$ cat config.mk
export PLATFORM = sky130hd
export DESIGN_NAME = wb_ram_pattern_tester_flat
export DESIGN_NICKNAME = d
export VERILOG_FILES = /design/src/rtl/wb_ram_pattern_tester_if.sv /design/src/rtl/wb_ram_pattern_tester.sv /design/src/flat_wrapper.sv
export SDC_FILE = /design/constraint.sdc
export NUM_CORES = 1
export LEC_CHECK = 0
export ABC_CLOCK_PERIOD_IN_PS = 5950
export BUFFER_PORTS_ARGS = -buffer_cell sky130_fd_sc_hd__buf_2
export CAP_MARGIN = 20
export CORE_MARGIN = 2
export CORE_UTILIZATION = 59
export CTS_CLUSTER_SIZE = 14
export DETAILED_ROUTE_END_ITERATION = 6
export GPL_TIMING_DRIVEN = 0
export PLACE_DENSITY = 0.89
export SLEW_MARGIN = 20
export SYNTH_ARGS = -nofsm -noshare
export SYNTH_HDL_FRONTEND = slang
export SYNTH_SLANG_ARGS = --single-unit
$ cat constraint.sdc
create_clock -name clock -period 5.95 [get_ports clock]
set_clock_uncertainty 0.1 [all_clocks]
set_input_delay 0.8925 -clock clock [delete_from_list [all_inputs] [get_ports clock]]
set_output_delay 0.8925 -clock clock [all_outputs]
set_load 0.02 [all_outputs]
$ cat src/rtl/wb_ram_pattern_tester_if.sv
// Wishbone-classic bus bundle between the RAM pattern tester (master) and the
// memory controller's slave port.
interface wb_ram_pattern_tester_if #(
   parameter int ADDR_W = 22,
   parameter int DATA_W = 16
);
   logic [ADDR_W-1:0]   wb_adr_o;
   logic [DATA_W-1:0]   wb_dat_o;
   logic [DATA_W-1:0]   wb_dat_i;
   logic                wb_we_o;
   logic [DATA_W/8-1:0] wb_sel_o;
   logic                wb_cyc_o;
   logic                wb_stb_o;
   logic                wb_ack_i;

   modport master (
      output wb_adr_o, wb_dat_o, wb_we_o, wb_sel_o, wb_cyc_o, wb_stb_o,
      input  wb_dat_i, wb_ack_i
   );

   modport slave (
      input  wb_adr_o, wb_dat_o, wb_we_o, wb_sel_o, wb_cyc_o, wb_stb_o,
      output wb_dat_i, wb_ack_i
   );
endinterface

$ cat src/rtl/wb_ram_pattern_tester.sv
// Wishbone-classic RAM bring-up master: single write/read or fill-then-verify sweep.
// Optional RAM_TESTER_LFSR_EN: mode 11 uses a 16-bit LFSR data pattern instead of address data.
module wb_ram_pattern_tester #(
   parameter int ADDR_W   = 22,
   parameter int DATA_W   = 16,
   parameter int SWEEP_AW = 10,
   parameter int DIGITS   = 4
) (
   input  logic                      clock,
   input  logic                      reset,
   input  logic [17:0]               io_switches,
   input  logic                      io_start,
   wb_ram_pattern_tester_if.master   wb,
   output logic [4*DIGITS-1:0]       io_display,
   output logic                      io_busy,
   output logic                      io_pass,
   output logic                      io_fail,
   output logic [15:0]               io_err_count
);
   localparam int DISP_W = 4*DIGITS;
   localparam int SEL_W  = DATA_W/8;
   localparam logic [ADDR_W-1:0] LAST_ADDR = ADDR_W'((64'd1 << SWEEP_AW) - 64'd1);

   typedef enum logic [2:0] {IDLE, WR, RD, FILL, VERIFY, DONE} state_t;

   // Reset asserts asynchronously but releases two clocks later, synchronised.
   logic [1:0] rst_sync;
   logic       rst_n_i;
   always_ff @(posedge clock or negedge reset) begin
      if (!reset) rst_sync <= '0;
      else        rst_sync <= {rst_sync[0], 1'b1};
   end
   assign rst_n_i = rst_sync[1];

   // Button synchroniser; the third stage only serves the rising-edge detect.
   logic [2:0] start_pipe;
   logic       start_edge;
   always_ff @(posedge clock or negedge rst_n_i) begin
      if (!rst_n_i) start_pipe <= '0;
      else          start_pipe <= {start_pipe[1:0], io_start};
   end
   assign start_edge = start_pipe[1] & ~start_pipe[2];

   state_t            state;
   logic [ADDR_W-1:0] adr_q, first_addr;
   logic [DATA_W-1:0] dat_q, rd_data, cur_pat;
   logic              we_q, cyc_q, stb_q;
   logic [SEL_W-1:0]  sel_q;
   logic              sweep_q, busy_q, pass_q, fail_q, captured_q;
   logic [15:0]       err_q;
   logic              last_addr, mismatch;

`ifdef RAM_TESTER_LFSR_EN
   localparam logic [15:0] LFSR_SEED = 16'hACE1;
   logic [15:0] lfsr_q;
   logic        lfsr_mode_q;

   // Fibonacci form of x^16+x^14+x^13+x^11+1, shifting right.
   function automatic logic [15:0] lfsr_next(input logic [15:0] v);
      return {v[0] ^ v[2] ^ v[3] ^ v[5], v[15:1]};
   endfunction
`endif

   always_comb begin
      cur_pat = DATA_W'(adr_q);
`ifdef RAM_TESTER_LFSR_EN
      if (lfsr_mode_q) cur_pat = DATA_W'({4{lfsr_q}});
`endif
   end

   assign last_addr = (adr_q == LAST_ADDR);
   assign mismatch  = (wb.wb_dat_i != cur_pat);

   always_ff @(posedge clock or negedge rst_n_i) begin
      if (!rst_n_i) begin
         state      <= IDLE;
         adr_q      <= '0;
         dat_q      <= '0;
         we_q       <= 1'b0;
         cyc_q      <= 1'b0;
         stb_q      <= 1'b0;
         sel_q      <= '0;
         rd_data    <= '0;
         sweep_q    <= 1'b0;
         busy_q     <= 1'b0;
         pass_q     <= 1'b0;
         fail_q     <= 1'b0;
         captured_q <= 1'b0;
         err_q      <= '0;
         first_addr <= '0;
`ifdef RAM_TESTER_LFSR_EN
         lfsr_q      <= '0;
         lfsr_mode_q <= 1'b0;
`endif
      end else begin
         sel_q <= '1;
         case (state)
            IDLE: if (start_edge) begin
               busy_q <= 1'b1;
               case (io_switches[17:16])
                  2'b00, 2'b01: begin
                     adr_q   <= ADDR_W'(io_switches[15:8]);
                     dat_q   <= DATA_W'({8{io_switches[7:0]}});
                     we_q    <= ~io_switches[16];
                     cyc_q   <= 1'b1;
                     stb_q   <= 1'b1;
                     sweep_q <= 1'b0;
                     state   <= io_switches[16] ? RD : WR;
                  end
                  default: begin
                     // Bus stays idle for the first cycle; FILL raises cyc itself.
                     adr_q      <= '0;
                     we_q       <= 1'b1;
                     sweep_q    <= 1'b1;
                     err_q      <= '0;
                     first_addr <= '0;
                     captured_q <= 1'b0;
                     pass_q     <= 1'b0;
                     fail_q     <= 1'b0;
                     state      <= FILL;
`ifdef RAM_TESTER_LFSR_EN
                     lfsr_q      <= LFSR_SEED;
                     lfsr_mode_q <= (io_switches[17:16] == 2'b11);
`endif
                  end
               endcase
            end
            WR, RD: if (wb.wb_ack_i) begin
               cyc_q  <= 1'b0;
               stb_q  <= 1'b0;
               we_q   <= 1'b0;
               busy_q <= 1'b0;
               state  <= IDLE;
               if (state == RD) rd_data <= wb.wb_dat_i;
            end
            FILL, VERIFY: begin
               if (!cyc_q) begin
                  cyc_q <= 1'b1;
                  stb_q <= 1'b1;
                  if (state == FILL) dat_q <= cur_pat;
               end else if (wb.wb_ack_i) begin
                  cyc_q <= 1'b0;
                  stb_q <= 1'b0;
                  adr_q <= last_addr ? '0 : adr_q + ADDR_W'(1);
`ifdef RAM_TESTER_LFSR_EN
                  lfsr_q <= last_addr ? LFSR_SEED : lfsr_next(lfsr_q);
`endif
                  if (state == VERIFY && mismatch) begin
                     if (err_q != 16'hFFFF) err_q <= err_q + 16'd1;
                     if (!captured_q) begin
                        first_addr <= adr_q;
                        captured_q <= 1'b1;
                     end
                  end
                  if (last_addr) begin
                     we_q  <= 1'b0;
                     state <= (state == FILL) ? VERIFY : DONE;
                  end
               end
            end
            DONE: begin
               pass_q <= (err_q == 16'd0);
               fail_q <= (err_q != 16'd0);
               busy_q <= 1'b0;
               state  <= IDLE;
            end
            default: state <= IDLE;
         endcase
      end
   end

   always_comb begin
      if (!sweep_q)    io_display = DISP_W'(rd_data);
      else if (fail_q) io_display = DISP_W'(first_addr);
      else             io_display = DISP_W'(err_q);
   end

   assign wb.wb_adr_o  = adr_q;
   assign wb.wb_dat_o  = dat_q;
   assign wb.wb_we_o   = we_q;
   assign wb.wb_sel_o  = sel_q;
   assign wb.wb_cyc_o  = cyc_q;
   assign wb.wb_stb_o  = stb_q;
   assign io_busy      = busy_q;
   assign io_pass      = pass_q;
   assign io_fail      = fail_q;
   assign io_err_count = err_q;
endmodule
$ cat src/flat_wrapper.sv
// flat-port wrapper written by rule: the top's interface ports become plain ports
module wb_ram_pattern_tester_flat 
#(
   parameter int ADDR_W   = 22,
   parameter int DATA_W   = 16,
   parameter int SWEEP_AW = 10,
   parameter int DIGITS   = 4
)
  (clock, reset, io_switches, io_start, io_display, io_busy, io_pass, io_fail, io_err_count, wb_wb_adr_o, wb_wb_dat_o, wb_wb_we_o, wb_wb_sel_o, wb_wb_cyc_o, wb_wb_stb_o, wb_wb_dat_i, wb_wb_ack_i);
  wb_ram_pattern_tester_if #(.ADDR_W(ADDR_W), .DATA_W(DATA_W)) wb_i ();
  input  logic clock;
  input  logic reset;
  input  logic [17:0] io_switches;
  input  logic io_start;
  output logic [4*DIGITS-1:0] io_display;
  output logic io_busy;
  output logic io_pass;
  output logic io_fail;
  output logic [15:0] io_err_count;
  output wire logic [$bits(wb_i.wb_adr_o)-1:0] wb_wb_adr_o;
  output wire logic [$bits(wb_i.wb_dat_o)-1:0] wb_wb_dat_o;
  output wire logic [$bits(wb_i.wb_we_o)-1:0] wb_wb_we_o;
  output wire logic [$bits(wb_i.wb_sel_o)-1:0] wb_wb_sel_o;
  output wire logic [$bits(wb_i.wb_cyc_o)-1:0] wb_wb_cyc_o;
  output wire logic [$bits(wb_i.wb_stb_o)-1:0] wb_wb_stb_o;
  input wire logic [$bits(wb_i.wb_dat_i)-1:0] wb_wb_dat_i;
  input wire logic [$bits(wb_i.wb_ack_i)-1:0] wb_wb_ack_i;
  assign wb_wb_adr_o = wb_i.wb_adr_o;
  assign wb_wb_dat_o = wb_i.wb_dat_o;
  assign wb_wb_we_o = wb_i.wb_we_o;
  assign wb_wb_sel_o = wb_i.wb_sel_o;
  assign wb_wb_cyc_o = wb_i.wb_cyc_o;
  assign wb_wb_stb_o = wb_i.wb_stb_o;
  assign wb_i.wb_dat_i = wb_wb_dat_i;
  assign wb_i.wb_ack_i = wb_wb_ack_i;
  wb_ram_pattern_tester #(.ADDR_W(ADDR_W), .DATA_W(DATA_W), .SWEEP_AW(SWEEP_AW), .DIGITS(DIGITS)) u_core (.clock(clock), .reset(reset), .io_switches(io_switches), .io_start(io_start), .wb(wb_i), .io_display(io_display), .io_busy(io_busy), .io_pass(io_pass), .io_fail(io_fail), .io_err_count(io_err_count));
endmodule
==> results of run 1 <==
layer usage:
layer  GRT usage  vias to the layer above  wire (µm)
li1            -                     2391          -
met1       0.449                     2675       6290
met2       0.556                      399       8200
met3      0.0527                       59       1740
met4       0.160                        0        571
met5           0                        -          0
how the worst max path moves through the flow:
stage | startpoint | endpoint | slack (ns)
final | u_core.io_fail$_DFFE_PN0P_ | io_display[14] | 2.52
after CTS | u_core.io_fail$_DFFE_PN0P_ | io_display[14] | 2.56
after global routing | u_core.io_fail$_DFFE_PN0P_ | io_display[14] | 2.45
after floorplan | u_core.rst_sync[1]$_DFF_PN0_ | u_core.captured_q$_DFFE_PN0P_ | 2.77
after global placement | u_core.rst_sync[1]$_DFF_PN0_ | u_core.wb.wb_sel_o[0]$_DFF_PN0_ | 1.75
after detailed placement | wb_wb_ack_i | u_core.wb.wb_adr_o[13]$_DFFE_PN0P_ | 2.97
Yosys cell counts, drive strengths merged (10+ instances only):
| master | number | area [µm²] |
|---|---|---|
| a21oi | 40 | 204 |
| a22o | 16 | 140 |
| a31oi | 11 | 68.8 |
| buf | 17 | 96.3 |
| clkbuf | 27 | 101 |
| dfrtp | 103 | 2580 |
| inv | 10 | 37.5 |
| mux2 | 17 | 191 |
| mux2i | 31 | 310 |
| nand2 | 46 | 175 |
| nand3 | 19 | 100 |
| nor2 | 59 | 224 |
| o21ai | 59 | 307 |
| o31ai | 25 | 188 |
| xor2 | 14 | 123 |
through the flow:
stage | util | instance area, µm² | instances
2_1_floorplan | - | 5520 | 587
3_3_place_gp | 0.681 | 6230 | 813
3_5_place_dp | 0.685 | 6270 | 814
4_1_cts | 0.709 | 6490 | 830
5_1_grt | 0.709 | 6490 | 830
6_report | 0.709 | 6490 | 831
power breakdown:
part           internal, mW  switching (mW)
clock network         0.253           0.250
registers             0.877           0.161
logic                 0.425           0.799
area by class of cell:
cell class	count	share of cell area
Antenna cell	1	0.000386
Sequential cell	103	0.398
Clock buffer	12	0.0224
Multi-Input combinational cell	430	0.417
Inverter	10	0.00578
Timing Repair Buffer	116	0.0929
Buffer	44	0.0305
Clock inverter	4	0.0120
Tap cell	111	0.0214
critical path, delay by kind of cell, from the launching register on:
| family | cells | cell delay (ns) |
|---|---|---|
| buf+inv | 3 | 1.24 |
| flops | 1 | 0.40 |
| mux | 1 | 0.33 |
| compound gates | 1 | 0.12 |
cells by family (layout without fill, tap and decap cells):
group / after synthesis / after routing / share of synthesized area
and+or+nand+nor: 185 / 185 / 0.165
xor gates and xnor gates: 16 / 16 / 0.0254
DFF: 103 / 103 / 0.467
muxes: 48 / 48 / 0.0910
adders and majority gates: 3 / 3 / 0.00680
buffers and inverters: 54 / 186 / 0.0426
AOI/OAI and AO/OA: 176 / 176 / 0.201
other: 1 / 3 / 0.000680
sequential cells by signal (all words and copies together), names as in the netlist:
| register | cells |
|---|---|
| u_core.wb.wb_cyc_o | 1 |
| u_core.wb.wb_adr_o | 22 |
| u_core.wb.wb_we_o | 1 |
| u_core.io_busy | 1 |
| u_core.captured_q | 1 |
| u_core.wb.wb_stb_o | 1 |
| u_core.rd_data | 16 |
| u_core.start_pipe | 3 |
| u_core.first_addr | 16 |
| u_core.io_fail | 1 |
| u_core.wb.wb_sel_o | 1 |
| u_core.rst_sync | 2 |
| u_core.io_err_count | 16 |
| u_core.wb.wb_dat_o | 16 |
| u_core.io_pass | 1 |
| u_core.state | 3 |
| u_core.sweep_q | 1 |
==> flow_metrics.tcl, run 1 <==
set metrics [dict create \
    postCtsHoldBufs 0 \
    cts-root-buf "clkbuf_8" \
    grt-ovfl-total 0 \
    initial_utilization 0.603 \
    die_area_um2 10100 \
    r2r-end "u_core.wb.wb_adr_o[13]$_DFFE_PN0P_" \
    dp_hpwl_mm 12.0 \
    reg2reg_slack_ns 3.08 \
    setup_violations 0 \
    cts_setup_buffers 0 \
    avgViaCountPerCell 6.65 \
    crit_path_end_kind "primary output" \
    wl_mm 16.8 \
    rsz0062_at_grt "false" \
    fmax_ghz 0.292 \
    path_cells "clkbuf_1 -> clkbuf_1 -> mux2i_1 -> a21oi_1 -> buf_2" \
    netlist_area_um2 5520 \
    hold_class "input pin to asynchronous set/reset pin" \
    critPathKind "register to primary output" \
    fp.coreArea_um2 9150 \
    syn2layout_area_growth_pct 17.7 \
    cpMaxStageDelayCell "clkbuf_1" \
    dieWidth_um 101 \
    hold_ws_ns 0.180 \
    r2r-start "u_core.wb.wb_adr_o[0]$_DFFE_PN0P_" \
    first_pass_iters 7 \
    max_cap_viol_count 0 \
    synth-seq-cells 103 \
    crit_top_cell "clkbuf_1" \
    preCtsSetupSlack_ns 2.97 \
    cts_tree "done" \
    vias 5524 \
    layout_commonest_cell "buf_2" \
    yosysSeqAreaShare 0.467 \
    slew_headroom 0.279 \
    rows 35 \
    avgSynthCellArea_um2 9.41 \
    fin_crit_sh 0.576 \
    tightest_slew_ns 1.07 \
    die_y_um 101 \
    drc 0 \
    cts_buffers 9 \
    synth-edff-count 0 \
    routedWlPerCell_um 20.2 \
    fillers 685 \
    slowest_delay_ns 0.61 \
    synthArstFlopShare 1.00 \
    finalWorstSetupSlack_ns 2.52 \
    path_clk_slew_ns 0.10 \
    grt_max_degree 59 \
    post_cts_resize_count 0 \
    finalPower_mw 2.76 \
    drive_gt1_frac 0.241 \
    grt_pass1_wl_mm 26.8 \
    synth_ff_type "dfrtp_1" \
    hold_viol 0 \
    powerDensity_nw_per_um2 426 \
    io_pins 116 \
    synthDistinctLibCells 61 \
    status "finished, final reports clean" \
    worstPathMaxFanout 10 \
    crit_required_ns 4.96 \
    gp_congestion 0.956 \
    synth_cells 586 \
    antenna_found_initial 0 \
    cts_sinks 103 \
    port_buffers 115 \
    crit_path_start_kind "register" \
    drt_iter0_markers 482 \
    tns_ns 0 \
    multi_input_area_um2 2710 \
    reg2reg_depth 9 \
    grt_usage 0.341 \
    period_needed_ns 3.43 \
    seq_area_um2 2580 \
    detail-route-antenna-nets 0 \
    h-tree-depth 3 \
    clockBufferDepth 2 \
    grt_pass1_vias 5246 \
    cellLeakagePower_nw 3.06 \
    layout_common_cells "buf_2, dfrtp_1, nor2_1" \
    nets 755 \
    ir_worst_vdd_mv 0.211 \
    maxSlewViolCount 0 \
    arrival_ns 2.43 \
    ys_warn_count 0 \
    clk_latency_ns 0.37 \
]
(Power assumes the default switching activity.)
==> run 2, diff against run 1 <==
ABC_CLOCK_PERIOD_IN_PS = 3280   (was 5950)
CORE_UTILIZATION = 55   (was 59)
PLACE_DENSITY = 0.84   (was 0.89)
clock period = 3.28 ns   (was 5.95 ns; I/O delays follow)
==> run 2 against run 1 <==
  * Non-clock buffer count increased by 1
  * Worst hold slack got worse by 0.065 ns
  * Largest cell class unchanged
  * Sequential share of layout area decreased by 0.33 points
  * Wire length decreased by 2.0%
  * Sequential power increased by 81%
  * Via count decreased by 2.8%
  * Die area increased by 7.0%
  * Clock-buffer cell count decreased by 3
  * Highest routed layer unchanged
  * Clock power increased by 95%
  * Final area increased by 0.83%
  * Flip-flop and latch count unchanged
  * Final cell count increased by 2.6%
==> flow_metrics.tcl, run 2 (synthesized netlist as in run 1, its figures left out) <==
set metrics [dict create \
    drive_gt1_frac 0.243 \
    ir_worst_vdd_mv 0.386 \
    path_cells "clkbuf_1 -> clkbuf_1 -> mux2i_1 -> a21oi_1 -> buf_2" \
    antenna_found_initial 0 \
    port_buffers 115 \
    layout_common_cells "buf_2, dfrtp_1, nor2_1" \
    tightest_slew_ns 1.13 \
    drc 0 \
    cellLeakagePower_nw 3.07 \
    layout_commonest_cell "buf_2" \
    n_antenna_cell 0 \
    top_usage_layer "met2" \
    crit_top_cell "clkbuf_1" \
    max_cap_viol_count 0 \
    clk_latency_ns 0.38 \
    dieWidth_um 104 \
    wl_mm 16.5 \
    grt_pass1_vias 5118 \
    post_cts_resize_count 0 \
    avgViaCountPerCell 6.30 \
    dp.cells 836 \
    cts_sinks 103 \
    initial_utilization 0.564 \
    crit_required_ns 2.69 \
    path_clk_slew_ns 0.10 \
    vias 5371 \
    hold_class "input pin to register" \
    cts_tree "done" \
    slew_headroom 0.240 \
    grt_max_degree 53 \
    rows 36 \
    syn2layout_area_growth_pct 18.6 \
    die_y_um 104 \
    powerDensity_nw_per_um2 774 \
    seq_area_um2 2580 \
    finalWorstSetupSlack_ns 0.262 \
    rsz0062_at_grt "false" \
    detail-route-antenna-nets 0 \
    fin_crit_sh 0.920 \
    grt-ovfl-total 0 \
    fp.coreArea_um2 9770 \
    arrival_ns 2.43 \
    cp_top_family "buffers and inverters" \
    worstPathMaxFanout 10 \
    setup_violations 0 \
    fillers 786 \
    clockBufferDepth 2 \
    first_pass_iters 5 \
    cts-root-buf "clkbuf_8" \
    post-route-util 0.670 \
    cpMaxStageDelayCell "clkbuf_1" \
    slowest_delay_ns 0.61 \
    multi_input_area_um2 2710 \
    cts_buffers 9 \
    stdcell_count 853 \
    met1_usage 0.397 \
    grt_usage 0.305 \
    fmax_ghz 0.331 \
    drt_iter0_markers 450 \
    nets 756 \
    die_area_um2 10800 \
    gp_congestion 0.885 \
    met3_usage 0.0551 \
    io_pins 116 \
    hold_viol 0 \
    gr-usage-met2 0.500 \
    dpl-instance-area_um2 6290 \
    stdcell_area_um2 6550 \
    largest_reg_flops 22 \
    grt_pass1_wl_mm 26.3 \
    crit_buf_inv 3 \
    crit_path_end_kind "primary output" \
    period_needed_ns 3.02 \
    routedWlPerCell_um 19.3 \
    crit_path_start_kind "register" \
    dp_hpwl_mm 11.9 \
    h-tree-depth 3 \
    status "finished, final reports clean" \
    reg2reg_slack_ns 0.49 \
    critPathKind "register to primary output" \
    preCtsSetupSlack_ns 0.571 \
    maxSlewViolCount 0 \
]
-- run 2: changes by cell type in the layout (fill, tap and decap cells not counted), sizes merged --
cell and change:
dlygate4sd3 +1, clkbuf -3, diode -1, clkinv +2
bufinv +1
-- run 2: per-layer routing --
metal / part of all wire / routed length [µm]
met4: 0.043 / 711
met2: 0.48 / 7890
met5: 0 / 0
met3: 0.085 / 1400
met1: 0.39 / 6470
-- run 2: final timing paths --
| path | depth (start not counted) | startpoint | end |
|---|---|---|---|
| setup / recovery | 5 | u_core.io_fail$_DFFE_PN0P_ | io_display[14] |
| hold / removal | 1 | io_start | u_core.start_pipe[0]$_DFF_PN0_ |
| setup reg to reg | 9 | u_core.wb.wb_adr_o[0]$_DFFE_PN0P_ | u_core.wb.wb_adr_o[4]$_DFFE_PN0P_ |
| hold reg to reg | 0 | u_core.start_pipe[0]$_DFF_PN0_ | u_core.start_pipe[1]$_DFF_PN0_ |
| max in group asynchronous | 1 | u_core.rst_sync[1]$_DFF_PN0_ | u_core.state[0]$_DFFE_PN0P_ |
| min in group asynchronous | 0 | u_core.rst_sync[1]$_DFF_PN0_ | u_core.wb.wb_adr_o[11]$_DFFE_PN0P_ |
-- run 2: worst register-to-register path: cells and delay by family, from the launching register on --
kind / cells / cell delay (ns)
AO/OA/AOI/OAI: 3 / 0.60
AND/OR/NAND/NOR: 3 / 0.58
buffers and inverters: 2 / 0.58
flip-flops: 1 / 0.56
adder cells (fa/ha/maj): 1 / 0.26
-- run 2: per-stage QoR --
step / total power [mW] / setup TNS (ns) / hold WS (ns)
after global routing: 5.31 / 0 / 0.105
final: 5.07 / 0 / 0.115
after floorplan: 3.30 / 0 / 0.0964
after global placement: 3.99 / -102.24 / 0.178
after CTS: 5.04 / 0 / 0.110
after detailed placement: 4.07 / 0 / 0.179
-- run 2: where the power goes --
part	switching (mW)	internal, mW
clock network	0.469	0.510
logic	1.44	0.773
registers	0.286	1.59
-- run 2: layout make-up --
type / instances / share of cell area
inverter: 10 / 0.00574
clock buffer: 9 / 0.0189
sequential: 103 / 0.394
clock inverter: 7 / 0.0180
buffer: 44 / 0.0302
tap: 133 / 0.0254
multi-input combinational: 430 / 0.414
timing repair buffer: 117 / 0.0937
-- run 2: what timing repair did --
action / CTS / global route
hold buffers: 1 / 0
hold endpoints to repair: 2 / 0
buffers inserted: 0 / 0
==> run 3, diff against run 2 <==
CORE_ASPECT_RATIO = 0.5   (was unset)
==> run 3 against run 2 <==
  * Flip-flop and latch count did not move
  * Wire length increased by 1.1%
  * Sequential share of layout area shrank 0.78 points
  * Clock-buffer cell count increased by 1
  * Critical path depth is the same
==> flow_metrics.tcl, run 3 (synthesized netlist as in run 1, its figures left out) <==
set metrics [dict create \
    path_clk_slew_ns 0.07 \
    layout_common_cells "buf_2, dfrtp_1, nor2_1" \
    fin_crit_sh 0.889 \
    path_cells "clkbuf_1 -> clkbuf_1 -> mux2i_1 -> a21oi_1 -> buf_2" \
    crit_top_cell "clkbuf_1" \
    layout_commonest_cell "buf_2" \
    worstPathMaxFanout 10 \
    dieWidth_um 146 \
    cellLeakagePower_nw 3.13 \
    tightest_slew_ns 0.775 \
    powerDensity_nw_per_um2 800 \
    crit_path_end_kind "primary output" \
    pwr-share-clk 0.233 \
    setup_violations 0 \
    h-tree-depth 3 \
    detail-route-antenna-nets 0 \
    cpMaxStageDelayCell "clkbuf_1" \
    routed.top_layer "met4" \
    post_cts_resize_count 0 \
    grt_usage 0.310 \
    drt-met1-wl_mm 6.72 \
    syn2layout_area_growth_pct 21.0 \
    wl_mm 16.6 \
    rsz0062_at_grt "false" \
    fillers 733 \
    met2_length_mm 7.79 \
    routedWlPerCell_um 19.4 \
    finalPower_mw 5.34 \
    clk_latency_ns 0.35 \
    critPathKind "register to primary output" \
    fmax_ghz 0.343 \
    p_comb_frac 0.417 \
    max_cap_viol_count 0 \
    cts_sinks 103 \
    n_antenna_cell 0 \
    first_pass_iters 5 \
    avgViaCountPerCell 6.25 \
    hold_viol 0 \
    cts-root-buf "clkbuf_16" \
    drive_gt1_frac 0.245 \
    dp_hpwl_mm 12.0 \
    ir_worst_vdd_mv 0.354 \
    crit_buf_inv 3 \
    cts_setup_buffers 0 \
    tns_ns 0 \
    cts_buffers 9 \
    drc 0 \
    p_sw_mw 2.21 \
    die_y_um 74.8 \
    antenna_found_initial 0 \
    grt_max_degree 48 \
    initial_utilization 0.574 \
    slew_headroom 0.479 \
    slowest_delay_ns 0.58 \
    io_pins 116 \
    wl_met3_mm 1.79 \
    power_frac_seq 0.349 \
    status "finished, final reports clean" \
    p_sw_frac 0.413 \
    grt-ovfl-total 0 \
    hold_class "register to asynchronous set/reset pin" \
    vias 5349 \
    die_area_um2 10900 \
    rows 25 \
    arrival_ns 2.32 \
    fp.coreArea_um2 9600 \
    cts_tree "done" \
    port_buffers 115 \
    drt_iter0_markers 555 \
    crit_path_start_kind "register" \
    gp_congestion 0.874 \
    grt_pass1_wl_mm 26.0 \
    maxSlewViolCount 0 \
    clockBufferDepth 2 \
    period_needed_ns 2.92 \
    cp_top_family "buffers and inverters" \
    crit_required_ns 2.69 \
    p_int_mw 3.13 \
    nets 757 \
    largest_reg_flops 22 \
    grt_pass1_vias 5073 \
]
[run 3: what timing repair did]
action / 4_1_cts / 5_1_grt
endpoints found under the setup margin: 0 / 0
endpoints found under the hold margin: 2 / 0
hold buffers: 1 / 0
[run 3: worst paths after layout]
check | from | endpoint | slack (ns) | cells after the start
setup / recovery | u_core.io_fail$_DFFE_PN0P_ | io_display[10] | 0.36 | 5
hold / removal | u_core.rst_sync[1]$_DFF_PN0_ | u_core.wb.wb_adr_o[15]$_DFFE_PN0P_ | 0.11 | 0
setup reg to reg | u_core.wb.wb_adr_o[4]$_DFFE_PN0P_ | u_core.wb.wb_adr_o[13]$_DFFE_PN0P_ | 0.51 | 9
hold reg to reg | u_core.rst_sync[1]$_DFF_PN0_ | u_core.wb.wb_adr_o[15]$_DFFE_PN0P_ | 0.11 | 0
max in group asynchronous | u_core.rst_sync[1]$_DFF_PN0_ | u_core.io_err_count[2]$_DFFE_PN0P_ | 2.17 | 2
min in group clock | io_start | u_core.start_pipe[0]$_DFF_PN0_ | 0.14 | 1
[run 3: per-layer routing]
layer  track usage  vias up
met5             0        -
met3        0.0891       35
met4         0.107        0
met2         0.517      331
met1         0.399     2590
li1              -     2393
[run 3: power by group through the flow]
| stage | registers (mW) | clock network [mW] | logic, mW |
|---|---|---|---|
| final | 1.87 | 1.25 | 2.23 |
| after global routing | 1.90 | 1.30 | 2.40 |
| after global placement | 1.87 | 0 | 2.10 |
| after CTS | 1.85 | 1.25 | 2.21 |
| after floorplan | 2.03 | 0 | 1.26 |
| after detailed placement | 1.87 | 0 | 2.18 |
[run 3: area by class of cell]
class	count	area, µm²	share of cell area
plain buffers	44	198	0.0296
clock inverters	6	108	0.0161
inverters	10	37.5	0.00562
repair buffers	118	633	0.0948
flip-flops and latches	103	2580	0.387
well taps	135	169	0.0253
clock buffers	10	239	0.0358
multi-input cells	430	2710	0.406
[run 3: metrics by stage]
stage / worst slack, ns / util / instances / hold WS [ns] / area, µm²
final: 0.363 / 0.695 / 856 / 0.114 / 6680
after global placement: -1.09 / 0.652 / 837 / 0.179 / 6260
after detailed placement: 0.641 / 0.658 / 839 / 0.127 / 6320
after CTS: 0.406 / 0.695 / 856 / 0.132 / 6670
after floorplan: 0.0983 / - / 587 / 0.0964 / 5520
after global routing: 0.241 / 0.695 / 856 / 0.138 / 6680
